--- config.mk ---
export PLATFORM = sky130hd
export DESIGN_NAME = mul8_share_sched
export DESIGN_NICKNAME = d
export VERILOG_FILES = /design/src/rtl/mul8_share_sched.sv
export SDC_FILE = /design/constraint.sdc
export NUM_CORES = 1
export LEC_CHECK = 0
export CAP_MARGIN = 0
export CORE_ASPECT_RATIO = 1.4
export CORE_UTILIZATION = 40
export DETAILED_ROUTE_END_ITERATION = 10
export PLACE_DENSITY_LB_ADDON = 0.08
export RECOVER_POWER = 100
export SYNTH_ARGS = -nofsm -noshare
export SYNTH_HDL_FRONTEND = slang
export SYNTH_SLANG_ARGS = --single-unit
--- constraint.sdc ---
create_clock -name clk_i -period 3.6 [get_ports clk_i]
set_clock_uncertainty 0.2 [all_clocks]
set_input_delay 0.72 -clock clk_i [delete_from_list [all_inputs] [get_ports clk_i]]
set_output_delay 0.72 -clock clk_i [all_outputs]
set_load 0.01 [all_outputs]
--- src/rtl/mul8_share_sched.sv ---
// -----------------------------------------------------------------------------
// mul8_share_sched
//
// Purpose:
//   Shares one W x W multiplier datapath (partial products + GPC compressor
//   tree, external to this block) among NREQ requesters. A round-robin arbiter
//   issues at most one operation per cycle, the issued operands are registered
//   towards the datapath, a LAT-deep tracker follows each operation through the
//   datapath, and the returning product is parked in a per-requester response
//   slot until that requester takes it.
//
// Ports:
//   clk_i        clock
//   rst_n_i      asynchronous active-low reset
//   req_valid_i  [NREQ]        requester i has operands
//   req_ready_o  [NREQ]        one-hot grant (or zero) this cycle
//   req_a_i      [NREQ*W]      operand A, requester i at [i*W +: W]
//   req_b_i      [NREQ*W]      operand B, same packing
//   dp_a_o       [W]           registered operand A to the datapath
//   dp_b_o       [W]           registered operand B to the datapath
//   dp_valid_o                 dp_a_o/dp_b_o carry a new operation
//   dp_p_i       [2W]          datapath product, LAT cycles after dp_valid_o
//   rsp_valid_o  [NREQ]        slot i holds a result
//   rsp_ready_i  [NREQ]        requester i takes its result
//   rsp_p_o      [NREQ*2W]     held product, slot i at [i*2W +: 2W]
//   busy_o                     any slot occupied or an issue on the datapath
//
// Slot FSM (one per requester):
//   state      | meaning
//   S_IDLE     | no operation outstanding, requester may be granted
//   S_INFLIGHT | operands issued, product still travelling through the datapath
//   S_HOLD     | product captured, rsp_valid_o high until the handshake
// -----------------------------------------------------------------------------
module mul8_share_sched #(
  parameter int NREQ = 4,
  parameter int W    = 8,
  parameter int LAT  = 2
) (
  input  logic                  clk_i,
  input  logic                  rst_n_i,
  input  logic [NREQ-1:0]       req_valid_i,
  output logic [NREQ-1:0]       req_ready_o,
  input  logic [NREQ*W-1:0]     req_a_i,
  input  logic [NREQ*W-1:0]     req_b_i,
  output logic [W-1:0]          dp_a_o,
  output logic [W-1:0]          dp_b_o,
  output logic                  dp_valid_o,
  input  logic [2*W-1:0]        dp_p_i,
  output logic [NREQ-1:0]       rsp_valid_o,
  input  logic [NREQ-1:0]       rsp_ready_i,
  output logic [NREQ*2*W-1:0]   rsp_p_o,
  output logic                  busy_o
);

  localparam int IDW = $clog2(NREQ);

  typedef enum logic [1:0] {
    S_IDLE     = 2'd0,
    S_INFLIGHT = 2'd1,
    S_HOLD     = 2'd2
  } slot_e;

  // slot state and registered response outputs
  slot_e            slot_q      [NREQ];
  logic [NREQ-1:0]  rsp_valid_q;
  logic [2*W-1:0]   rsp_p_q     [NREQ];

  // issue stage
  logic [IDW-1:0]   ptr_q;
  logic             dp_valid_q;
  logic [W-1:0]     dp_a_q;
  logic [W-1:0]     dp_b_q;
  logic [IDW-1:0]   dp_id_q;

  // in-flight tracker, fed from the issue register so its last stage lines up
  // with dp_p_i exactly LAT cycles after dp_valid_o
  logic             trk_vld_q   [LAT];
  logic [IDW-1:0]   trk_id_q    [LAT];

  logic [NREQ-1:0]  elig;
  logic             gnt_vld;
  logic [IDW-1:0]   gnt_id;
  logic [W-1:0]     gnt_a;
  logic [W-1:0]     gnt_b;
  logic [IDW-1:0]   ptr_d;
  logic             trk_out_vld;
  logic [IDW-1:0]   trk_out_id;

  // Eligibility looks only at the registered slot state, so a slot released
  // this cycle is not granted again until the next one.
  always_comb begin
    elig = '0;
    for (int i = 0; i < NREQ; i++) begin
      elig[i] = req_valid_i[i] && (slot_q[i] == S_IDLE);
    end
  end

  // Round-robin search starting at ptr_q. The index is kept one bit wider so
  // the wrap works for any NREQ, not just powers of two.
  always_comb begin
    logic [IDW:0] idx;
    gnt_vld = 1'b0;
    gnt_id  = '0;
    idx     = '0;
    for (int off = 0; off < NREQ; off++) begin
      idx = {1'b0, ptr_q} + (IDW+1)'(off);
      if (idx >= (IDW+1)'(NREQ)) begin
        idx = idx - (IDW+1)'(NREQ);
      end
      if (!gnt_vld && elig[idx[IDW-1:0]]) begin
        gnt_vld = 1'b1;
        gnt_id  = idx[IDW-1:0];
      end
    end
  end

  always_comb begin
    req_ready_o = '0;
    gnt_a       = '0;
    gnt_b       = '0;
    for (int i = 0; i < NREQ; i++) begin
      if (gnt_vld && (gnt_id == IDW'(i))) begin
        req_ready_o[i] = 1'b1;
        gnt_a          = req_a_i[i*W +: W];
        gnt_b          = req_b_i[i*W +: W];
      end
    end
  end

  assign ptr_d = (gnt_id == IDW'(NREQ-1)) ? '0 : gnt_id + 1'b1;

  // Issue register: operands hold their last value when nothing is granted.
  always_ff @(posedge clk_i or negedge rst_n_i) begin
    if (!rst_n_i) begin
      ptr_q      <= '0;
      dp_valid_q <= 1'b0;
      dp_a_q     <= '0;
      dp_b_q     <= '0;
      dp_id_q    <= '0;
    end else begin
      dp_valid_q <= gnt_vld;
      if (gnt_vld) begin
        ptr_q   <= ptr_d;
        dp_a_q  <= gnt_a;
        dp_b_q  <= gnt_b;
        dp_id_q <= gnt_id;
      end
    end
  end

  always_ff @(posedge clk_i or negedge rst_n_i) begin
    if (!rst_n_i) begin
      for (int i = 0; i < LAT; i++) begin
        trk_vld_q[i] <= 1'b0;
        trk_id_q[i]  <= '0;
      end
    end else begin
      trk_vld_q[0] <= dp_valid_q;
      trk_id_q[0]  <= dp_id_q;
      for (int i = 1; i < LAT; i++) begin
        trk_vld_q[i] <= trk_vld_q[i-1];
        trk_id_q[i]  <= trk_id_q[i-1];
      end
    end
  end

  assign trk_out_vld = trk_vld_q[LAT-1];
  assign trk_out_id  = trk_id_q[LAT-1];

  // Slot FSMs. Capture only ever hits an INFLIGHT slot because a slot is not
  // re-granted until it has gone back to IDLE.
  always_ff @(posedge clk_i or negedge rst_n_i) begin
    if (!rst_n_i) begin
      rsp_valid_q <= '0;
      for (int i = 0; i < NREQ; i++) begin
        slot_q[i]  <= S_IDLE;
        rsp_p_q[i] <= '0;
      end
    end else begin
      for (int i = 0; i < NREQ; i++) begin
        case (slot_q[i])
          S_IDLE: begin
            if (gnt_vld && (gnt_id == IDW'(i))) begin
              slot_q[i] <= S_INFLIGHT;
            end
          end
          S_INFLIGHT: begin
            if (trk_out_vld && (trk_out_id == IDW'(i))) begin
              slot_q[i]      <= S_HOLD;
              rsp_p_q[i]     <= dp_p_i;
              rsp_valid_q[i] <= 1'b1;
            end
          end
          S_HOLD: begin
            if (rsp_ready_i[i]) begin
              slot_q[i]      <= S_IDLE;
              rsp_valid_q[i] <= 1'b0;
            end
          end
          default: begin
            slot_q[i]      <= S_IDLE;
            rsp_valid_q[i] <= 1'b0;
          end
        endcase
      end
    end
  end

  assign dp_a_o      = dp_a_q;
  assign dp_b_o      = dp_b_q;
  assign dp_valid_o  = dp_valid_q;
  assign rsp_valid_o = rsp_valid_q;

  always_comb begin
    rsp_p_o = '0;
    for (int i = 0; i < NREQ; i++) begin
      rsp_p_o[i*2*W +: 2*W] = rsp_p_q[i];
    end
  end

  always_comb begin
    busy_o = dp_valid_q;
    for (int i = 0; i < NREQ; i++) begin
      if (slot_q[i] != S_IDLE) begin
        busy_o = 1'b1;
      end
    end
  end

`ifndef SYNTHESIS
  // A tracker hit on a slot that is not waiting for a product means the
  // datapath latency does not match LAT or the slot bookkeeping is broken.
  always @(posedge clk_i) begin
    if (rst_n_i && trk_out_vld) begin
      assert (slot_q[trk_out_id] == S_INFLIGHT)
        else $error("mul8_share_sched: product returned for slot %0d which is not in flight", trk_out_id);
    end
  end
`endif

endmodule

==> results of run 1 <==
==> worst max path at each step <==
stage / start / end
detailed placement: req_valid_i[2] / req_ready_o[3]
CTS: req_valid_i[2] / req_ready_o[3]
finish: req_valid_i[0] / req_ready_o[1]
global placement: req_valid_i[2] / req_ready_o[3]
global route: req_valid_i[1] / req_ready_o[0]
floorplan: req_valid_i[2] / req_ready_o[3]
==> logic make-up (layout without fill, tap and decap cells) <==
group,Yosys count,count (layout),synth area share
mux,66,66,0.165
fa+ha+maj,4,4,0.0110
buf+inv,45,232,0.0442
simple gates,75,75,0.0878
flops,103,103,0.569
compound gates,99,99,0.124
==> power groups by stage <==
stage	clock network, mW	logic, mW	registers [mW]
floorplan	0	1.66	2.30
global placement	0	3.37	2.13
detailed placement	0	3.43	2.15
CTS	1.19	3.47	2.13
global route	1.24	3.55	2.19
finish	1.17	3.22	2.10
==> Yosys cell counts, types with 2 or more instances <==
master	instances	area, sq um
nor3_1	5	25.0
and4b_1	2	20.0
a21oi_1	39	195
buf_2	4	20.0
and2_1	4	25.0
o21ai_0	35	175
or3b_2	2	17.5
mux2_2	64	721
nor2b_1	4	25.0
dfrtp_1	103	2580
ha_1	4	50.1
nor3b_1	3	22.5
nand2_1	39	146
inv_1	19	71.3
clkbuf_1	14	52.6
a22oi_1	16	120
a21o_1	5	37.5
buf_4	6	45.0
nor2_1	9	33.8
==> state kept, by name, indices dropped and copies added, names as in the netlist, 4 cells and up <==
name	count
rsp_p_o	64
dp_a_o	8
dp_b_o	8
slot_q	8
rsp_valid_o	4
==> stage by stage <==
stage | cell area (sq um) | utilization
after detailed placement | 6500 | 0.595
after CTS | 6910 | 0.633
after global routing | 6860 | 0.628
final | 6860 | 0.628
after floorplan | 4530 | -
after global placement | 6500 | 0.595
==> repair_timing <==
item | 4_1_cts | 5_1_grt
buffers inserted | 3 | 0
pin swaps | 1 | 1
resized for setup | 11 | 10
endpoints found under the setup margin | 4 | 4
==> layer usage <==
metal  wire [um]  global-route usage  part of all wire  up-vias
li1            -                   -                 -     1734
met1        4480               0.234              0.40     1748
met2        5860               0.360              0.52      135
met3         739              0.0575             0.066        9
met4         159              0.0671             0.014        0
met5           0                   0                 0        -
==> cell type report <==
cell class | instances | area (sq um)
Fill cell | 907 | 4060
Inverter | 20 | 77.6
Sequential cell | 103 | 2580
Clock inverter | 7 | 143
Multi-Input combinational cell | 244 | 1770
Timing Repair Buffer | 196 | 1890
Tap cell | 141 | 176
Clock buffer | 9 | 225
==> worst max-delay path, stage by stage <==
cell and delay [ns]:
clkdlybuf4s50_1 0.49, nor3b_1 0.33, mux2i_1 0.12, o221a_2 0.33, ha_1 0.22, and2_1 0.13, dlygate4sd2_1 0.28
==> impl_summary.md, run 1 <==
Final layout
The most common cell after layout, fill and taps aside is dfrtp_1. The area growth from synthesis to layout is 51.5%. The final antenna diode count is 0. After the flow finishes, the layout carries non-filler instances totaling 720. In the layout the commonest cells are dfrtp_1, dlygate4sd3_1, clkdlybuf4s50_1, mux2_2. In the final design database the tool counted 668 nets. The ratio of cells with drive above 1 in the final layout is 0.185.

Worst hold path
The number of cells on the worst hold path is 0. The worst hold path belongs to the class flip-flop to flip-flop. The source of the worst hold timing path is trk_id_q[3]. For hold timing, the worst endpoint is trk_out_id[1].

Power
Summed over all cells, the static leakage comes to 2.98 nW. The combinational share of power is 0.497. The overall power consumption is 6.49 mW.

The reported net switching power is 2.30 mW. The ratio of total power to cell area is 945 nW/um^2. The cell internal power dissipation is 4.19 mW. The proportion of power drawn by flip-flops and latches is 0.323. The clock power share is 0.180. The maximum ir drop on the vdd rail is 964 uV. Of the total power, the share spent switching nets is 0.354.

Global route
The final global-route overflow total is 0. The largest net degree at the start of global routing is 58. The via count of the first global-routing pass came to 3,680.

The wire length of the first global-routing pass is 18.4 mm. In the global route stage, overall resource usage came out at 0.203. The initial antenna violation count is 0.

Clock network
The maximum root-to-sink buffer count is 2. The number of clock buffers added by TritonCTS is 9. After clock tree synthesis, the clock-pin slew on the worst setup and hold paths is 0.07 ns. The clock latency reported for the late side of the worst-skew pair is 0.34 ns. The clock sink count is 103. The cell at the root of the clock tree is clkbuf_16.

The CTS tree is yes. The H-tree generated during clock tree synthesis spans 3 levels. The number of buffers inserted by hold repair at cts is 0.

Critical path
The highest net fanout along the worst path is 4. STA classifies the critical path startpoint as a primary input. The data arrival at the endpoint of the critical path is 2.62 ns. The setup check on the worst reg-to-reg path leaves a slack of 0.60 ns. The required arrival time at the worst endpoint is 2.68 ns.

STA classifies the critical path endpoint as an output pin. The logic depth of the worst register-to-register path is 10. The worst register-to-register path begins at ptr_q[1].

The critical path in this run is classified as primary input to output pin. The worst register-to-register path ends at dp_a_o[0].

Routing
The first TritonRoute pass finished after 4 iterations. The count of nets left with antenna violations after detail routing is 0. The number of remaining DRC errors is 0.

The number of DRC violations after detailed-routing iteration 0 is 95. Dividing the detail-routed wire length by the instance count gives 15.6 um. The routed wire length is 11.2 mm. In the routed layout, each cell is associated on average with a via count of 5.04. The routed layout has 3,626 vias.

Floorplan
For this configuration, the core starts out at a cell density of 0.415. Row generation in the floorplan step produced 45 rows. The area of the placeable core is 10,900 sq um. Measured along the x axis, the die boundary spans 92.0 um. The die is 128 um tall.

The number of ports placed on the die boundary is 180. The floorplan step defined a die boundary enclosing 11,800 sq um.

Synthesis
For this run, the register share of the synthesized area comes to 0.569. Dividing the synthesized area by the synthesized cell count gives 11.6 sq um. The number of enable-type register cells in the synthesized netlist is 0. The synthesis warning total is 0. Yosys mapped the design onto 34 distinct sky130hd cell types. The fraction of registers with async set/reset is 1.00. In the synthesized netlist, the number of instances is 392.

The register bit total from synthesis is 103. The mapped netlist covers 4530 sq um. For this run, the leading register cell type out of synthesis is dfrtp_1. The synthesized netlist net count is 486.

STA
The total count of max-transition violations in the final report is 47. The highest attainable clock frequency is 0.282 GHz. At the pin with the least slew margin, the transition time is 2.54 ns.

The number of hold violations in the final report is 0. In the finished design, the share of the clock period the worst path needs comes to 0.984. On the final layout, the worst hold slack is 0.154 ns. The worst path in the final design needs a cycle of 3.54 ns, including I/O delays and setup.

The count of endpoints failing setup in the final report is 0. The final setup slack of the worst path is 0.0581 ns. The setup total negative slack is 0 ns. Setup repair after global routing left no endpoint under its margin. The max-slew headroom at the worst pin is -0.692.

Placement
In this run, placement finished with an instance count of 701. The final RePlAce weighted congestion is 0.793. The number of buffer cells added on primary ports is 179. Timing analysis after detailed placement gives a worst setup slack of -0.458 ns. Summed over all nets, the half-perimeter wirelength after detailed placement is 8.41 mm.

Job
Max-cap violations in this run came to 1.

Status
The run finished, with violations left. The final reports fail on capacitance limit, slew limit.
(Power assumes the default switching activity.)
==> run 2: changes to the inputs <==
--- a/config.mk
+++ b/config.mk
@@ -9,7 +9,7 @@
 export CORE_ASPECT_RATIO = 1.4
 export CORE_UTILIZATION = 40
 export DETAILED_ROUTE_END_ITERATION = 10
-export PLACE_DENSITY_LB_ADDON = 0.08
+export PLACE_DENSITY = 0.81
 export RECOVER_POWER = 100
 export SYNTH_ARGS = -nofsm -noshare
 export SYNTH_HDL_FRONTEND = slang
==> run 2 against run 1 <==
Compared with the run above: the flow still finishes with violations (capacitance limit, slew limit); sequential power is essentially flat; global-route usage shrank 0.74 points; worst setup slack is essentially flat; hold slack lost 0.0037 ns; fmax is essentially flat; routed wire length shrank 0.49%; sequential cell count is the same; count of clock-buffer cells in the layout grew 2; first-iteration DRC count shrank 3.2%; die area is the same; combinational power is essentially flat; non-clock buffer count grew 2; largest power group unchanged; highest routed layer unchanged.
==> impl_summary.md, run 2 (synthesis results as in run 1) <==
Status
The flow ran to the end, but the final reports show violations. The checks that failed: capacitance limit, slew limit.

Clock network
Clock tree synthesis selected as its root buffer the cell clkbuf_16. The clock latency reported for the late side of the worst-skew pair was 0.33 ns (about the same). The maximum root-to-sink buffer count came to 2 (unchanged). The CTS clock-pin slew for the worst setup and hold paths is 0.07 ns (about the same).

The number of clock buffers inserted by TritonCTS came to 9 (unchanged). The H-tree depth was 3 (unchanged). TritonCTS built the clock tree. The clock sink count came to 103 (unchanged).

Final layout
The utilization after layout is 0.623 (-0.00493). The area growth from synthesis to layout is 50.3%. The count of fill cells added during filler insertion is 909 (+0.22%). The area occupied by registers came to 2580 sq um (unchanged). The footprint of the multi-input gates is 1750 sq um (-1.1%).

Leaving out fill and tap cells, the most frequent cell in the layout is dfrtp_1. The library cells used most frequently in the layout, excluding fill and tap cells, are dfrtp_1, dlygate4sd3_1, clkdlybuf4s50_1, mux2_2. The number of flip-flops in the largest register is 64 (unchanged).

The count of nets after finishing is 670 (+0.30%). The final antenna diode count is 0 (unchanged). The ratio of cells with drive above 1 in the final layout is 0.179 (-0.00580).

Floorplan
The number of ports placed on the die boundary came to 180 (unchanged). The initial core utilization is 0.415 (unchanged). The number of core rows is 45 (unchanged). The area of the placeable core was 10,900 sq um (unchanged). The die area is 11,800 sq um (unchanged). The floorplan die width is 92.0 um (unchanged).

The height of the die is 128 um (unchanged).

Critical path
The worst register-to-register path ends at dp_b_o[3]. The delay of the slowest cell on the worst path is 0.47 ns (-0.02 ns). The reg-to-reg setup timing slack is 0.57 ns (-0.03 ns). The family with the most delay on the worst path is buffers and inverters. In this run the critical register-to-register path is launched from slot_q[3]. The data arrival at the endpoint of the critical path is 2.62 ns (about the same). The required arrival time at the worst endpoint came to 2.68 ns (about the same). The logic depth of the worst register-to-register path is 11 (+1). Among all stages on the critical path, the largest delay is contributed by clkdlybuf4s50_1. The startpoint type of the worst setup path is a primary input. Walking the worst path, the cells encountered are clkdlybuf4s50_1 -> or3b_4 -> o21bai_1 -> o221a_2 -> buf_4 -> ha_2 -> and2_4 -> clkdlybuf4s15_2. The critical path in this run is classified as primary input to output pin. The highest net fanout along the worst path is 3 (-1). The count of buffer and inverter cells on the critical path is 3 (+1). STA classifies the critical path endpoint as an output pin.

STA
The slew of the pin with the lowest slew margin is 2.10 ns (-0.438 ns). The final critical path time including I/O delays and setup is 3.54 ns (-0.0000431 ns). The number of hold violations in the final report came to 0 (unchanged).

The total count of max-transition violations in the final report is 107 (+130%). Setup repair after global routing left no endpoint under its margin. The highest attainable clock frequency is 0.282 GHz (about the same). The final period utilization was 0.984 (about the same).

The count of endpoints failing setup in the final report is 0 (unchanged). The setup total negative slack is 0 ns (unchanged). The max-slew headroom at the worst pin is -0.401 (+0.292).

The final setup slack of the worst path is 0.0582 ns (+0.0000431 ns).

Power
The fraction of power spent switching nets was 0.357 (+0.00208). The proportion of power drawn by flip-flops and latches is 0.327 (+0.004). The clock power share is 0.172 (-0.008). The maximum ir drop on the vdd rail is 839 uV (-13%). The combinational share of power is 0.501 (+0.004). The cell internal power dissipation is 4.11 mW (-1.8%). The reported net switching power is 2.28 mW (-0.91%). The static leakage power is 2.97 nW (-0.48%). The ratio of total power to cell area came to 939 nW/um^2 (-0.71%).

Routing
The number of DRC violations after detailed-routing iteration 0 is 92 (-3.2%). The routed wire length came to 11.2 mm (-0.49%). The routed via count is 3,667 (+1.1%). The number of remaining DRC errors is 0 (unchanged).

The number of iterations in the first detailed-routing pass is 4 (unchanged). The detail-routed net length per standard cell is 15.5 um (-0.76%). The count of nets left with antenna violations after detail routing is 0 (unchanged). The via-per-instance ratio is 5.08 (+0.85%).

Global route
The via count of the first global-routing pass is 3,722 (+1.1%). The wire length of the first global-routing pass is 18.0 mm (-2.2%). The final global-route overflow total is 0 (unchanged). The initial antenna violation count is 0 (unchanged).

The total routing usage reported by global routing was 0.195 (-0.00741). The largest net degree at the start of global routing is 89 (+53%).

Worst hold path
The end point of the worst hold path is trk_out_id[1]. The number of cells on the worst hold path is 0 (unchanged). The source of the worst hold timing path is trk_id_q[3].

The path class of the tightest hold or removal check is flip-flop to flip-flop.

Placement
The number of buffer cells added on primary ports is 179 (unchanged). The pre-CTS worst setup slack is -0.300 ns (+0.158 ns). The final RePlAce weighted congestion is 0.822 (+3.6%). The placed wire-length estimate after detailed placement was 8.41 mm (about the same).

Job
The total of max-cap violations is 2 (+1).
==> run 2: changes by cell type in the layout (fill, tap and decap cells not counted), moves of 2 or more <==
cell / change
clkbuf_2: +3
clkbuf_1: +3
inv_2: -2
inv_1: +2
==> run 2: repair_timing <==
item                       4_1_cts  5_1_grt
resized for setup               11        8
hold buffers                     0        0
hold endpoints to repair         0        0
setup endpoints to repair        4        4
pin swaps                        1        1
setup buffers                    2        0
==> run 2: worst max-delay path by stage <==
stage	startpoint	endpoint	slack, ns	cells past startpoint
2_1_floorplan	req_valid_i[2]	req_ready_o[3]	0.17	8
3_3_place_gp	req_valid_i[2]	req_ready_o[2]	-0.23	8
3_5_place_dp	req_valid_i[2]	req_ready_o[3]	-0.30	8
4_1_cts	req_valid_i[1]	req_ready_o[3]	0.002	8
5_1_grt	req_valid_i[2]	req_ready_o[1]	0.009	9
6_report	req_valid_i[1]	req_ready_o[1]	0.06	8
==> run 2: metrics by stage <==
stage | instances | hold WS (ns) | cell area, sq um | power (mW)
floorplan | 392 | 0.131 | 4530 | 3.96
global placement | 704 | 0.132 | 6510 | 5.46
detailed placement | 704 | 0.138 | 6510 | 5.58
CTS | 722 | 0.153 | 6890 | 6.74
global route | 722 | 0.162 | 6810 | 6.86
finish | 722 | 0.151 | 6810 | 6.39
==> run 2: cell type report <==
| cell class | instances | share of cell area |
|---|---|---|
| sequential | 103 | 0.378 |
| inverter | 20 | 0.0114 |
| clock inverter | 5 | 0.0152 |
| multi-input combinational | 244 | 0.258 |
| timing repair buffer | 198 | 0.276 |
| tap | 141 | 0.0259 |
| clock buffer | 11 | 0.0356 |
==> run 2: power by group through the flow <==
stage / logic [mW] / registers, mW / clock network [mW]
2_1_floorplan: 1.66 / 2.30 / 0
3_3_place_gp: 3.35 / 2.11 / 0
3_5_place_dp: 3.44 / 2.15 / 0
4_1_cts: 3.48 / 2.13 / 1.13
5_1_grt: 3.51 / 2.18 / 1.17
6_report: 3.20 / 2.09 / 1.10
==> run 2: layer usage <==
layer / track usage / vias to the layer above / share of wire
met5: 0 / - / 0
met4: 0.0625 / 0 / 0.017
met3: 0.0534 / 15 / 0.071
met2: 0.353 / 159 / 0.50
met1: 0.223 / 1751 / 0.41
li1: - / 1742 / -
==> run 3: changes to the inputs <==
--- a/config.mk
+++ b/config.mk
@@ -8,6 +8,7 @@
 export CAP_MARGIN = 0
 export CORE_ASPECT_RATIO = 1.4
 export CORE_UTILIZATION = 40
+export CTS_CLUSTER_SIZE = 8
 export DETAILED_ROUTE_END_ITERATION = 10
 export PLACE_DENSITY = 0.81
 export RECOVER_POWER = 100
==> constraint.sdc (replaced) <==
create_clock -name clk_i -period 3.65 [get_ports clk_i]
set_clock_uncertainty 0.2 [all_clocks]
set_input_delay 0.73 -clock clk_i [delete_from_list [all_inputs] [get_ports clk_i]]
set_output_delay 0.73 -clock clk_i [all_outputs]
set_load 0.01 [all_outputs]
==> run 3 against run 2 <==
Compared with the run above: the run still ends with capacitance limit, slew limit left; utilization fell by 0.74 points; sequential power barely moved; sequential share of layout area rose by 0.46 points; largest power group unchanged; final area fell by 1.2%; highest routed layer unchanged; total power fell by 4.8%; critical path depth did not move; die area did not move; clock power fell by 19%; routed wire length rose by 0.14%; critical endpoint is now req_ready_o[2]; cell count fell by 0.83%.
==> impl_summary.md, run 3 (synthesis results as in run 1) <==
Status
The run finished, with violations left. The checks that failed: capacitance limit, slew limit.

Clock network
The clock latency reported for the late side of the worst-skew pair was 0.34 ns (about the same). The clock sink count was 103 (unchanged). The CTS clock-pin slew for the worst setup and hold paths came to 0.07 ns (about the same).

CTS placed an instance of clkbuf_16 at the clock tree root. The H-tree depth was 3 (unchanged). The number of clock buffers inserted by TritonCTS is 9 (unchanged). The CTS tree is yes. The maximum root-to-sink buffer count is 2 (unchanged). The number of buffers inserted by hold repair at cts is 0 (unchanged).

Power
The combinational share of power was 0.514 (+0.013). The clock power share is 0.147 (-0.025). The reported net switching power is 2.24 mW (-1.8%). The overall power consumption is 6.09 mW (-4.8%).

The static leakage power is 2.92 nW (-1.8%). The proportion of power drawn by flip-flops and latches is 0.339 (+0.012). The ratio of total power to cell area is 904 nW/um^2 (-3.7%).

The cell internal power dissipation is 3.85 mW (-6.5%). The fraction of power spent switching nets came to 0.368 (+0.0112). The maximum ir drop on the vdd rail came to 807 uV (-3.8%).

Critical path
The highest net fanout along the worst path is 4 (+1). The worst setup path is of the primary input to output pin kind. The startpoint type of the worst setup path is a primary input. The logic depth of the worst register-to-register path came to 9 (-2).

The startpoint of the lowest-slack register-to-register path is slot_q[3]. The required arrival time at the worst endpoint came to 2.72 ns (+0.04 ns). The worst setup path is captured at an output pin. The data arrival at the endpoint of the critical path was 2.61 ns (about the same). The worst reg2reg path endpoint is dp_b_o[0].

The reg-to-reg setup timing slack was 0.65 ns (+0.08 ns).

Floorplan
The floorplan die width is 92.0 um (unchanged). The die area is 11,800 sq um (unchanged). The number of ports placed on the die boundary is 180 (unchanged). The height of the die is 128 um (unchanged). The initial core utilization is 0.415 (unchanged). The number of core rows is 45 (unchanged). The area of the placeable core is 10,900 sq um (unchanged).

Routing
The routed wire length is 11.2 mm (+0.14%). The routed via count is 3,621 (-1.3%). The number of DRC violations after detailed-routing iteration 0 came to 110 (+20%).

The detail-routed net length per standard cell is 15.6 um (+0.98%). The count of nets left with antenna violations after detail routing is 0 (unchanged). The number of iterations in the first detailed-routing pass came to 4 (unchanged). The number of remaining DRC errors is 0 (unchanged). The via-per-instance ratio came to 5.06 (-0.43%).

STA
Based on the critical path, the design can be clocked at up to 0.283 GHz. The count of endpoints failing setup in the final report is 0 (unchanged). Setup repair after global routing left no endpoint under its margin. The max-slew headroom at the worst pin is -0.447 (-0.0468). The smallest hold slack is 0.152 ns (+0.00125 ns).

The setup total negative slack is 0 ns (unchanged). The slew of the pin with the lowest slew margin was 2.17 ns (+0.0703 ns). The final setup slack of the worst path is 0.112 ns (+0.0540 ns). The number of hold violations in the final report is 0 (unchanged). The total count of max-transition violations in the final report is 127 (+19%).

For the finished layout, the period the worst path requires is 3.54 ns. Dividing the final minimum period by the clock period gives 0.969.

Placement
The number of buffer cells added on primary ports is 179 (unchanged). The pre-CTS worst setup slack is -0.309 ns (-0.00856 ns). The placed wire-length estimate after detailed placement was 8.53 mm (+1.4%).

The final RePlAce weighted congestion is 0.817 (-0.54%).

Global route
The total routing usage reported by global routing is 0.200 (+0.00463). The initial antenna violation count is 0 (unchanged). The final global-route overflow total was 0 (unchanged). The via count of the first global-routing pass is 3,757 (+0.94%). The largest net degree at the start of global routing is 91 (+2.2%). The wire length of the first global-routing pass came to 18.3 mm (+1.3%).

Worst hold path
In this run the worst hold path is classified as flip-flop to flip-flop. The end point of the worst hold path is trk_out_id[1]. The number of cells on the worst hold path is 0 (unchanged). The source of the worst hold timing path is trk_id_q[3].

Final layout
The final antenna diode count came to 0 (unchanged). The ratio of cells with drive above 1 in the final layout is 0.179 (about the same). The count of nets after finishing came to 665 (-0.75%).

The library cell used most frequently in the layout, excluding fill and tap cells, is dfrtp_1. Compared with the post-synthesis result, the final layout area differs by 48.5%. Leaving out fill and tap cells, the most frequent cells in the layout are dfrtp_1, dlygate4sd3_1, clkdlybuf4s50_1, mux2_2. The number of flip-flops in the largest register came to 64 (unchanged).

Job
The total of max-cap violations is 3 (+1).
run 3: changes by cell type in the layout (fill, tap and decap cells not counted), sizes merged:
| cell | change |
|---|---|
| bufinv | -3 |
| clkbuf | -3 |
| buf | -2 |
| clkinvlp | +2 |
run 3: metal layers:
metal  share of wire  vias to the layer above  global-route usage
li1                -                     1741                   -
met1            0.40                     1718               0.232
met2            0.51                      150               0.352
met3           0.069                       12              0.0581
met4           0.014                        0              0.0689
met5               0                        -                   0
run 3: how the worst max path moves through the flow:
stage                               from             end  slack [ns]  cells after the start
after detailed placement  req_valid_i[2]  req_ready_o[2]       -0.31                      8
final                     req_valid_i[2]  req_ready_o[2]        0.11                      8
after global routing      req_valid_i[1]       dp_b_o[1]        0.02                     11
after floorplan           req_valid_i[2]  req_ready_o[3]        0.20                      8
after CTS                 req_valid_i[0]  req_ready_o[2]       0.004                      8
after global placement    req_valid_i[2]  req_ready_o[2]       -0.20                      8
run 3: critical path: stages:
cell	delay (ns)
clkdlybuf4s50_1	0.46
nor3b_2	0.21
or3b_2	0.48
o2bb2ai_2	0.17
inv_1	0.10
ha_1	0.19
and2_0	0.15
clkbuf_2	0.13
run 3: what timing repair did:
item / in CTS / in global routing
endpoints found under the setup margin: 4 / 4
pin swaps: 1 / 1
cloned: 0 / 0
setup buffers: 0 / 0
resized for setup: 8 / 10
run 3: power groups by stage:
stage	logic, mW	registers, mW	clock network, mW
2_1_floorplan	1.64	2.26	0
3_3_place_gp	3.27	2.09	0
3_5_place_dp	3.38	2.12	0
4_1_cts	3.38	2.10	0.921
5_1_grt	3.44	2.15	0.964
6_report	3.13	2.06	0.895
run 3: per-stage QoR:
stage	utilization	std cells	area (sq um)
after global placement	0.594	701	6490
after detailed placement	0.594	701	6490
after global routing	0.616	716	6730
final	0.616	716	6730
after CTS	0.621	716	6780
after floorplan	-	392	4530
run 3: layout make-up:
class,count,area [sq um]
Clock inverter,4,28.8
Multi-Input combinational cell,244,1770
Clock buffer,11,253
Sequential cell,103,2580
Fill cell,905,4190
Tap cell,141,176
Timing Repair Buffer,193,1850
Inverter,20,77.6
==> RTL change, RTL diff (settings of run 2) <==
Change the parameter `LAT` from 2 to 4.
--- a/src/rtl/mul8_share_sched.sv
+++ b/src/rtl/mul8_share_sched.sv
@@ -35,5 +35,5 @@
   parameter int NREQ = 4,
   parameter int W    = 8,
-  parameter int LAT  = 2
+  parameter int LAT  = 4
 ) (
   input  logic                  clk_i,
Function: changed (Yosys sat finds a counterexample within 10 cycles, from zero or initial values and one cycle with rst_n_i low).
==> RTL change against run 2 <==
The flow still finishes with violations (max-capacitance violations, max-slew violations); sequential cell count is 6 higher; worst setup slack worse by 0.0015 ns; non-clock buffer count rose by 1; synthesized area grew 7.7%; routed wire length up 10%; design area increased by 3.5%; sequential share of layout area up 0.84 points; total power is 3.9% higher; critical path type unchanged; critical endpoint is now req_ready_o[0]; largest power group unchanged.
==> RTL change: results (changes against run 2) <==
| Metric | Value |
|---|---|
| Static leakage | 3.09 nW (was 2.97 nW) |
| M1 GR Usage | 24.1% (was 22.3%) |
| Sequential Power Share | 33.7% (was 32.7%) |
| Final slew viol count | 70 (was 107) |
| Failing checks | max-capacitance violations, max-slew violations (unchanged) |
| Final Power | 6.64 mW (was 6.39 mW) |
| Layout clock area frac | 4.05% (was 5.09%) |
| Routed WL | 12300 µm (was 11200 µm) |
| Relative slew slack | -14.5% (was -40.1%) |
| Synth Area in Compound Gates | 11.5% (was 12.4%) |
| First-pass GRT wire length | 19700 µm (was 18000 µm) |
| Vias in the first global route | 3963 (was 3722) |
| Met3 Usage GRT | 5.34% (about the same) |
| Dpl cell area | 6840 µm² (was 6510 µm²) |
| Max cap viols | 1 (was 2) |
| Status | finished with violations (unchanged) |
| RR Endpoint | dp_a_o[3] (was dp_b_o[3]) |
| Switch share | 37.6% (was 35.7%) |
| Hold EP | trk_id_q[5] (was trk_out_id[1]) |
| Share of the yosys chip area belonging to registers | 55.9% (was 56.9%) |
| Non-CTS buffers | 199 (was 198) |
| Post-Syn Nets | 500 (was 486) |
| Met2 Use GR | 35.2% (was 35.3%) |
| Area share of fa/ha/maj cells after synthesis | 1.03% (was 1.10%) |
| Seq/total area | 38.7% (was 37.8%) |
| Yosys reg bits | 109 (was 103) |
| Routability congestion estimate | 0.916 (was 0.822) |
| GRT Overall Usage | 20.3% (was 19.5%) |
| Dominant cells by area after synthesis | dfrtp_1 56%, mux2_2 6.9%, mux2_4 5.5% (was dfrtp_1 57%, mux2_2 16%, a21oi_1 4.3%) |
| Reg2Reg Setup Slack | 0.88 ns (was 0.57 ns) |
| Final #Nets | 684 (was 670) |
==> RTL change: changes by cell type in the layout (fill, tap and decap cells not counted), moves of 10 or more <==
| cell | change |
|---|---|
| mux2_2 | -33 |
| buf_4 | +10 |
| nor2_1 | +34 |
| nand2_1 | -14 |
| o21ai_0 | -16 |
| mux2_1 | +32 |
| a22oi_1 | -15 |
==> RTL change: what timing repair did <==
item	CTS	global route
pin swaps	2	1
gates resized for setup	6	6
endpoints found under the hold margin	0	0
buffers inserted	1	0
setup endpoints to repair	4	4
==> RTL change: how the worst max path moves through the flow <==
stage,slack (ns),cells past startpoint,end,start
after floorplan,0.37,8,req_ready_o[2],req_valid_i[2]
after global placement,-0.26,8,req_ready_o[2],req_valid_i[1]
after detailed placement,-0.33,8,req_ready_o[2],req_valid_i[1]
after CTS,0.03,8,req_ready_o[2],req_valid_i[1]
after global routing,-0.02,8,req_ready_o[0],req_valid_i[2]
final,0.06,8,req_ready_o[0],req_valid_i[2]
